<file path="src/rtl/video_ctrl_pkg.sv">
// rtl/video_ctrl_pkg.sv - shared types and defaults for the video mode controller
package video_ctrl_pkg;

   typedef enum logic [1:0] {
      SEARCH  = 2'd0,
      MEASURE = 2'd1,
      LOCKED  = 2'd2
   } video_state_e;

   localparam logic [1:0] SL_NONE = 2'b00;
   localparam logic [1:0] SL_25   = 2'b01;
   localparam logic [1:0] SL_50   = 2'b10;
   localparam logic [1:0] SL_75   = 2'b11;

   localparam int unsigned DIV_W = 2;

   localparam logic [11:0] DEF_LINE_31K_MAX  = 12'd1000;
   localparam logic [3:0]  DEF_LEN_TOL       = 4'd2;
   localparam logic [2:0]  DEF_STABLE_FRAMES = 3'd4;

endpackage

</file>
<file path="src/rtl/video_ce_gen.sv">
// rtl/video_ce_gen.sv - sync edge detection and hsync-phase-locked pixel enables
module video_ce_gen
   import video_ctrl_pkg::*;
(
   input  logic clk_i,
   input  logic rst_ni,
   input  logic hsync_i,
   input  logic vsync_i,
   input  logic ce_divider_i,
   output logic hs_fall_o,
   output logic vs_fall_o,
   output logic ce_x1_o,
   output logic ce_x2_o
);

   logic             hs_q, vs_q;
   logic             hs_fall_q, vs_fall_q;
   logic             hs_fall_d, vs_fall_d;
   logic [DIV_W-1:0] i_div_q, i_div_d;

   // The divider restarts together with the registered fall pulse, so it reads 0 in that cycle.
   always_comb begin
      hs_fall_d = hs_q & ~hsync_i;
      vs_fall_d = vs_q & ~vsync_i;
      i_div_d   = hs_fall_d ? '0 : i_div_q + DIV_W'(1);
   end

   always_ff @(posedge clk_i) begin
      if (!rst_ni) begin
         hs_q      <= 1'b0;
         vs_q      <= 1'b0;
         hs_fall_q <= 1'b0;
         vs_fall_q <= 1'b0;
         i_div_q   <= '0;
      end else begin
         hs_q      <= hsync_i;
         vs_q      <= vsync_i;
         hs_fall_q <= hs_fall_d;
         vs_fall_q <= vs_fall_d;
         i_div_q   <= i_div_d;
      end
   end

   always_comb begin
      if (ce_divider_i) begin
         ce_x1_o = i_div_q[0];
         ce_x2_o = 1'b1;
      end else begin
         ce_x1_o = (i_div_q == DIV_W'(1));
         ce_x2_o = i_div_q[0];
      end
   end

   assign hs_fall_o = hs_fall_q;
   assign vs_fall_o = vs_fall_q;

endmodule

</file>
<file path="src/rtl/video_mode_ctrl.sv">
// rtl/video_mode_ctrl.sv - measures line/frame timing, locks a video mode, applies scandoubler config at frame boundaries
module video_mode_ctrl
   import video_ctrl_pkg::*;
#(
   parameter int unsigned           HCNT_WIDTH    = 12,
   parameter int unsigned           LCNT_WIDTH    = 10,
   parameter logic [HCNT_WIDTH-1:0] LINE_31K_MAX  = HCNT_WIDTH'(DEF_LINE_31K_MAX),
   parameter logic [3:0]            LEN_TOL       = DEF_LEN_TOL,
   parameter logic [2:0]            STABLE_FRAMES = DEF_STABLE_FRAMES
) (
   input  logic                  clk_sys,
   input  logic                  reset_n,
   input  logic                  HSync,
   input  logic                  VSync,
   input  logic                  ce_divider,
   input  logic [1:0]            scanlines_req,
   input  logic                  sd_force_off,
   output logic                  ce_x1,
   output logic                  ce_x2,
   output logic [1:0]            scanlines,
   output logic                  scandoubler_disable,
   output logic [HCNT_WIDTH-1:0] line_len,
   output logic [LCNT_WIDTH-1:0] lines_per_frame,
   output logic                  mode_valid,
   output logic                  mode_changed
);

   video_state_e           state_q;
   logic                   hs_fall, vs_fall;
   logic [HCNT_WIDTH-1:0]  hcnt_q, ref_len_q, prev_ref_q, line_len_q;
   logic [HCNT_WIDTH-1:0]  new_len, frame_ref;
   logic [LCNT_WIDTH-1:0]  lcnt_q, prev_lines_q, lines_q;
   logic [LCNT_WIDTH-1:0]  lcnt_inc, frame_lines;
   logic [2:0]             stable_q, stable_inc;
   logic                   first_q, bad_q, valid_q, changed_q, sd_dis_q;
   logic [1:0]             sl_q;
   logic signed [HCNT_WIDTH:0] line_diff, ref_diff;
   logic [HCNT_WIDTH:0]    line_mag, ref_mag;
   logic                   line_ok, ref_ok, frame_bad, frame_match, timeout, target_sd;

   video_ce_gen u_ce_gen (
      .clk_i        (clk_sys),
      .rst_ni       (reset_n),
      .hsync_i      (HSync),
      .vsync_i      (VSync),
      .ce_divider_i (ce_divider),
      .hs_fall_o    (hs_fall),
      .vs_fall_o    (vs_fall),
      .ce_x1_o      (ce_x1),
      .ce_x2_o      (ce_x2)
   );

   // frame_* include a line ending in the same cycle as the frame, so it counts into the closing frame.
   always_comb begin
      new_len     = hcnt_q + HCNT_WIDTH'(1);
      lcnt_inc    = (lcnt_q == '1) ? lcnt_q : lcnt_q + LCNT_WIDTH'(1);
      frame_lines = hs_fall ? lcnt_inc : lcnt_q;
      frame_ref   = (hs_fall && first_q) ? new_len : ref_len_q;
      line_diff   = $signed({1'b0, new_len}) - $signed({1'b0, ref_len_q});
      line_mag    = line_diff[HCNT_WIDTH] ? $unsigned(-line_diff) : $unsigned(line_diff);
      line_ok     = line_mag <= (HCNT_WIDTH+1)'(LEN_TOL);
      ref_diff    = $signed({1'b0, frame_ref}) - $signed({1'b0, prev_ref_q});
      ref_mag     = ref_diff[HCNT_WIDTH] ? $unsigned(-ref_diff) : $unsigned(ref_diff);
      ref_ok      = ref_mag <= (HCNT_WIDTH+1)'(LEN_TOL);
      frame_bad   = bad_q | (hs_fall & ~first_q & ~line_ok);
      frame_match = ~frame_bad & (frame_lines == prev_lines_q) & ref_ok;
      timeout     = (hcnt_q == '1) | (lcnt_q == '1);
      stable_inc  = stable_q + 3'd1;
      target_sd   = sd_force_off | (valid_q & (line_len_q <= LINE_31K_MAX));
   end

   always_ff @(posedge clk_sys) begin
      if (!reset_n) begin
         state_q      <= SEARCH;
         hcnt_q       <= '0;
         lcnt_q       <= '0;
         ref_len_q    <= '0;
         prev_ref_q   <= '0;
         prev_lines_q <= '0;
         line_len_q   <= '0;
         lines_q      <= '0;
         stable_q     <= '0;
         first_q      <= 1'b0;
         bad_q        <= 1'b0;
         valid_q      <= 1'b0;
         changed_q    <= 1'b0;
         sd_dis_q     <= 1'b0;
         sl_q         <= SL_NONE;
      end else begin
         changed_q <= 1'b0;

         if (hs_fall)
            hcnt_q <= '0;
         else if (hcnt_q != '1)
            hcnt_q <= hcnt_q + HCNT_WIDTH'(1);

         if (vs_fall)
            lcnt_q <= '0;
         else if (hs_fall)
            lcnt_q <= lcnt_inc;

         if (hs_fall) begin
            if (first_q) begin
               ref_len_q <= new_len;
               first_q   <= 1'b0;
            end else if (!line_ok) begin
               bad_q <= 1'b1;
            end
         end

         if (vs_fall) begin
            first_q      <= 1'b1;
            bad_q        <= 1'b0;
            prev_lines_q <= frame_lines;
            prev_ref_q   <= frame_ref;
         end

         if (timeout) begin
            state_q  <= SEARCH;
            valid_q  <= 1'b0;
            stable_q <= '0;
         end else begin
            case (state_q)
               SEARCH: begin
                  if (vs_fall) begin
                     state_q  <= MEASURE;
                     stable_q <= '0;
                  end
               end
               MEASURE: begin
                  if (vs_fall) begin
                     if (frame_match) begin
                        stable_q <= stable_inc;
                        if (stable_inc >= STABLE_FRAMES) begin
                           state_q    <= LOCKED;
                           line_len_q <= frame_ref;
                           lines_q    <= frame_lines;
                           valid_q    <= 1'b1;
                           changed_q  <= 1'b1;
                        end
                     end else begin
                        stable_q <= 3'd1;
                     end
                  end
               end
               LOCKED: begin
                  if (vs_fall && !frame_match) begin
                     state_q  <= MEASURE;
                     stable_q <= 3'd1;
                     valid_q  <= 1'b0;
                  end
               end
               default: state_q <= SEARCH;
            endcase
         end

         // With no frame in flight there is nothing to tear, so SEARCH follows requests immediately.
         if (vs_fall || state_q == SEARCH) begin
            sl_q     <= scanlines_req;
            sd_dis_q <= target_sd;
         end
      end
   end

   assign scanlines           = sl_q;
   assign scandoubler_disable = sd_dis_q;
   assign line_len            = line_len_q;
   assign lines_per_frame     = lines_q;
   assign mode_valid          = valid_q;
   assign mode_changed        = changed_q;

endmodule

</file>
<file path="config.mk">
export PLATFORM = sky130hd
export DESIGN_NAME = video_mode_ctrl
export DESIGN_NICKNAME = d
export VERILOG_FILES = /design/src/rtl/video_ctrl_pkg.sv /design/src/rtl/video_ce_gen.sv /design/src/rtl/video_mode_ctrl.sv
export SDC_FILE = /design/constraint.sdc
export NUM_CORES = 1
export LEC_CHECK = 0
export ABC_CLOCK_PERIOD_IN_PS = 13100
export BUFFER_PORTS_ARGS = -buffer_cell sky130_fd_sc_hd__buf_2
export CORE_MARGIN = 5
export CORE_UTILIZATION = 50
export DETAILED_ROUTE_END_ITERATION = 6
export GPL_ROUTABILITY_DRIVEN = 0
export GPL_TIMING_DRIVEN = 0
export PLACE_DENSITY_LB_ADDON = 0.3
export SLEW_MARGIN = 0
export SYNTH_ARGS = -nofsm -noshare
export SYNTH_HDL_FRONTEND = slang
export SYNTH_SLANG_ARGS = --single-unit
</file>
<file path="constraint.sdc">
create_clock -name clk_sys -period 13.1 [get_ports clk_sys]
set_clock_uncertainty 0.2 [all_clocks]
set_input_delay 1.31 -clock clk_sys [delete_from_list [all_inputs] [get_ports clk_sys]]
set_output_delay 1.31 -clock clk_sys [all_outputs]
set_load 0.01 [all_outputs]
</file>
==> results.sh <==
export IMPL_run_status="completed"
export IMPL_io_buffer_count=36
export IMPL_die_h_um=125
export IMPL_fp_dieW_um=125
export IMPL_final_hold_violation_count=0
export IMPL_worstMarginPinSlew_ns=0.886
export IMPL_min_path_cells=2
export IMPL_regArea_um2=1920
export IMPL_drt_pass1_iterations=5
export IMPL_grtUsageTotal_pct=21.1
export IMPL_netlist_area_leader_share_pct=29.3
export IMPL_maxCapViolCount=0
export IMPL_post_route_util_pct=57.1
export IMPL_grt_max_degree=19
export IMPL_ir_drop_mv=0.0525
export IMPL_r2r_start="u_ce_gen.hs_fall_o"
export IMPL_crit_cells=20
export IMPL_synth_enable_flop_cells=0
export IMPL_synth_ff_type="dfxtp_1"
export IMPL_fp_dieArea_um2=15500
export IMPL_hpwl_mm=12.4
export IMPL_clkPwrFrac_pct=39.9
export IMPL_grt_pass1_wl_mm=27.6
export IMPL_core_um2=12700
export IMPL_synth_fp_nets=852
export IMPL_postCtsSetupBuffers=0
export IMPL_reg2reg_to="line_len[8]"
export IMPL_yosysSeqAreaShare_pct=29.3
export IMPL_worstSetupStartpointType="register"
export IMPL_synth_seq_cells=96
export IMPL_post_drt_wl_per_cell_um=15.7
export IMPL_row_count=41
export IMPL_critPathCaptureType="register"
export IMPL_p_per_area_nw_per_um2=95.6
export IMPL_switching_share_pct=28.6
export IMPL_fillCellCount=1267
export IMPL_synth_most_common_cell="nor2_1"
export IMPL_cp_max_fo=10
export IMPL_cp_slowest_cell="o31ai_1"
export IMPL_ff2ff_path_depth=20
export IMPL_drt_iter0_drc=414
export IMPL_finalSetupTns_ns=0
export IMPL_cts_tree="yes"
export IMPL_critPathBufInv=5
export IMPL_period_minus_slack_ns=6.35
export IMPL_p_leak_nw=3.07
export IMPL_root_buffer="clkbuf_16"
export IMPL_viasPerCell=5.76
export IMPL_synth_distinct_cells=93
export IMPL_final_antenna_net_count=0
export IMPL_synth_async_reset_ratio_pct=0
export IMPL_cts_buffer_depth=2
export IMPL_fmax_mhz=158
export IMPL_cts_resized=0
export IMPL_crit_family="compound AO/OA/AOI/OAI gates"
export IMPL_boundaryPins=37
export IMPL_synthTopCellsByArea="dfxtp_1 (29%), mux2i_1 (6.3%), ha_1 (6.1%)"
export IMPL_netlist_instances=810
export IMPL_netlist_area_um2=6560
export IMPL_synth_area_per_cell_um2=8.09
export IMPL_rsz0062_at_grt="no"
export IMPL_routed_wl_mm=16.3
export IMPL_htreeDepth=3
export IMPL_grt_pass1_vias=5630
export IMPL_crit_type="reg2reg"
export IMPL_period_share_pct=48.4
export IMPL_numCtsBuffers=9
export IMPL_startpoint="u_ce_gen.hs_fall_o"
export IMPL_endpoint="line_len[8]"
export IMPL_drc_errors=0
export IMPL_drive_above_1_share_pct=12.1
export IMPL_cpMostUsedCell="clkbuf_1"
export IMPL_hold_buffers=0
export IMPL_vias=5959
export IMPL_num_antenna_cells=0
export IMPL_start_util_pct=51.5
export IMPL_areaGrowthSynthToFinish_pct=10.8
export IMPL_nNetsFinal=899
export IMPL_crit_chain="clkbuf_1, clkbuf_1, nand2_1, clkbuf_1, o21ai_0, inv_1, ha_1, fa_1, nand2b_1, a21oi_1, o22ai_1, o31ai_1, or3_1, and3_1, o2111ai_1, nor4_4, nand4_4, buf_2, mux2i_1, nor2_1"
export IMPL_combPwrFrac_pct=17.1
export IMPL_slew_violations=0
export IMPL_antenna_found_initial=0
export IMPL_clock_latency_ns=0.35
export IMPL_synth_common_cells="nor2_1 (100), dfxtp_1 (96), a21oi_1 (54), nand2_1 (54), inv_1 (51)"
export IMPL_setup_viol=0
export IMPL_cp_slowest_stage_delay_ns=0.61
export IMPL_synth_top_area_cell="dfxtp_1"
export IMPL_overflow=0
export IMPL_required_ns=13.13
export IMPL_total_power_uw=694
export IMPL_multi_input_area_um2=4240
export IMPL_hp_class="reg2reg"
export IMPL_internal_power_uw=496
export IMPL_max_slew_margin_rel_pct=40.9
export IMPL_cts_sinks=96
export IMPL_r2r_slack_ns=6.75
export IMPL_ys_warn_count=0
export IMPL_p_sw_uw=199
export IMPL_seq_power_share_pct=43.0
export IMPL_critPathArrivalTime_ns=6.37
export IMPL_clk_pin_slew_ns=0.08
-- worst register-to-register path, stage by stage, from the launching register on --
cell,delay (ns)
dfxtp_1,0.32
clkbuf_1,0.31
clkbuf_1,0.41
nand2_1,0.21
clkbuf_1,0.28
o21ai_0,0.46
inv_1,0.13
ha_1,0.26
fa_1,0.44
nand2b_1,0.18
a21oi_1,0.31
o22ai_1,0.19
o31ai_1,0.61
or3_1,0.21
and3_1,0.15
o2111ai_1,0.16
nor4_4,0.52
nand4_4,0.28
buf_2,0.32
mux2i_1,0.19
nor2_1,0.06
-- worst min path at each step --
stage,from,endpoint,slack (ns)
after floorplan,u_ce_gen.vs_q,u_ce_gen.vs_fall_o,0.20
after global placement,u_ce_gen.vs_q,u_ce_gen.vs_fall_o,0.21
after detailed placement,u_ce_gen.vs_q,u_ce_gen.vs_fall_o,0.22
after CTS,u_ce_gen.vs_q,u_ce_gen.vs_fall_o,0.23
after global routing,u_ce_gen.vs_q,u_ce_gen.vs_fall_o,0.24
final,u_ce_gen.vs_q,u_ce_gen.vs_fall_o,0.22
-- power by group through the flow --
| stage | logic, mW | clock network (mW) | registers (mW) |
|---|---|---|---|
| after floorplan | 0.0918 | 0 | 0.305 |
| after global placement | 0.116 | 0 | 0.305 |
| after detailed placement | 0.117 | 0 | 0.306 |
| after CTS | 0.117 | 0.281 | 0.299 |
| after global routing | 0.130 | 0.291 | 0.299 |
| final | 0.119 | 0.277 | 0.299 |
-- cell families after synthesis --
logic type	Yosys count	synth area share (%)
simple gates	300	23.6
xor+xnor	36	4.81
fa+ha+maj	34	6.72
buf+inv	91	5.97
mux	45	6.95
flops	96	29.3
compound gates	208	22.6
-- metrics by stage --
stage               instance area (um2)  setup WS, ns  hold slack (ns)  instances
global route                       7260          6.28            0.243       1034
CTS                                7260          6.78            0.227       1034
finish                             7260          6.75            0.217       1034
detailed placement                 6950          6.81            0.216       1018
floorplan                          6560          8.10            0.204        810
global placement                   6950          6.84            0.208       1018
-- flip-flops by register name, summed over array words and instances (netlist names), 2 cells and up --
register and count:
hcnt_q 12, line_len 12, prev_ref_q 12, ref_len_q 12, lcnt_q 10, lines_per_frame 10
prev_lines_q 10, stable_q 3, scanlines 2, state_q 2, u_ce_gen.i_div_q 2
-- layout by cell type, fill, tap and decap left out, types with 8 or more instances in the layout --
| cell type | synthesis | routed |
|---|---|---|
| inv_1 | 51 | 51 |
| nor2b_1 | 10 | 10 |
| a211oi_1 | 14 | 14 |
| nor3_1 | 18 | 18 |
| clkbuf_16 | 0 | 9 |
| xnor2_1 | 19 | 19 |
| dfxtp_1 | 96 | 96 |
| nand4_1 | 8 | 8 |
| or3_1 | 10 | 10 |
| mux2i_1 | 41 | 41 |
| buf_2 | 9 | 45 |
| o21ai_0 | 36 | 36 |
| o211ai_1 | 11 | 11 |
| and2_1 | 15 | 15 |
| and3_1 | 13 | 13 |
| xor2_1 | 17 | 17 |
| nor2_1 | 100 | 100 |
| ha_1 | 32 | 32 |
| nand3_1 | 20 | 20 |
| clkbuf_1 | 22 | 22 |
| a21oi_1 | 54 | 54 |
| nand2_1 | 54 | 54 |
-- metal layers --
layer | share of wire (%) | up-vias | track usage (%)
li1 | - | 3016 | -
met1 | 49 | 2778 | 28.7
met2 | 46 | 137 | 34.1
met3 | 3.9 | 28 | 3.60
met4 | 1.8 | 0 | 6.58
met5 | 0 | - | 0
-- cell type report --
| class | instances | share of cell area [%] |
|---|---|---|
| buffer | 39 | 2.71 |
| clock buffer | 9 | 3.10 |
| clock inverter | 7 | 1.17 |
| inverter | 52 | 2.69 |
| multi-input combinational | 623 | 58.4 |
| sequential | 96 | 26.5 |
| tap | 172 | 2.96 |
| timing repair buffer | 36 | 2.48 |
Note: power is estimated with default switching activity, not from simulation.
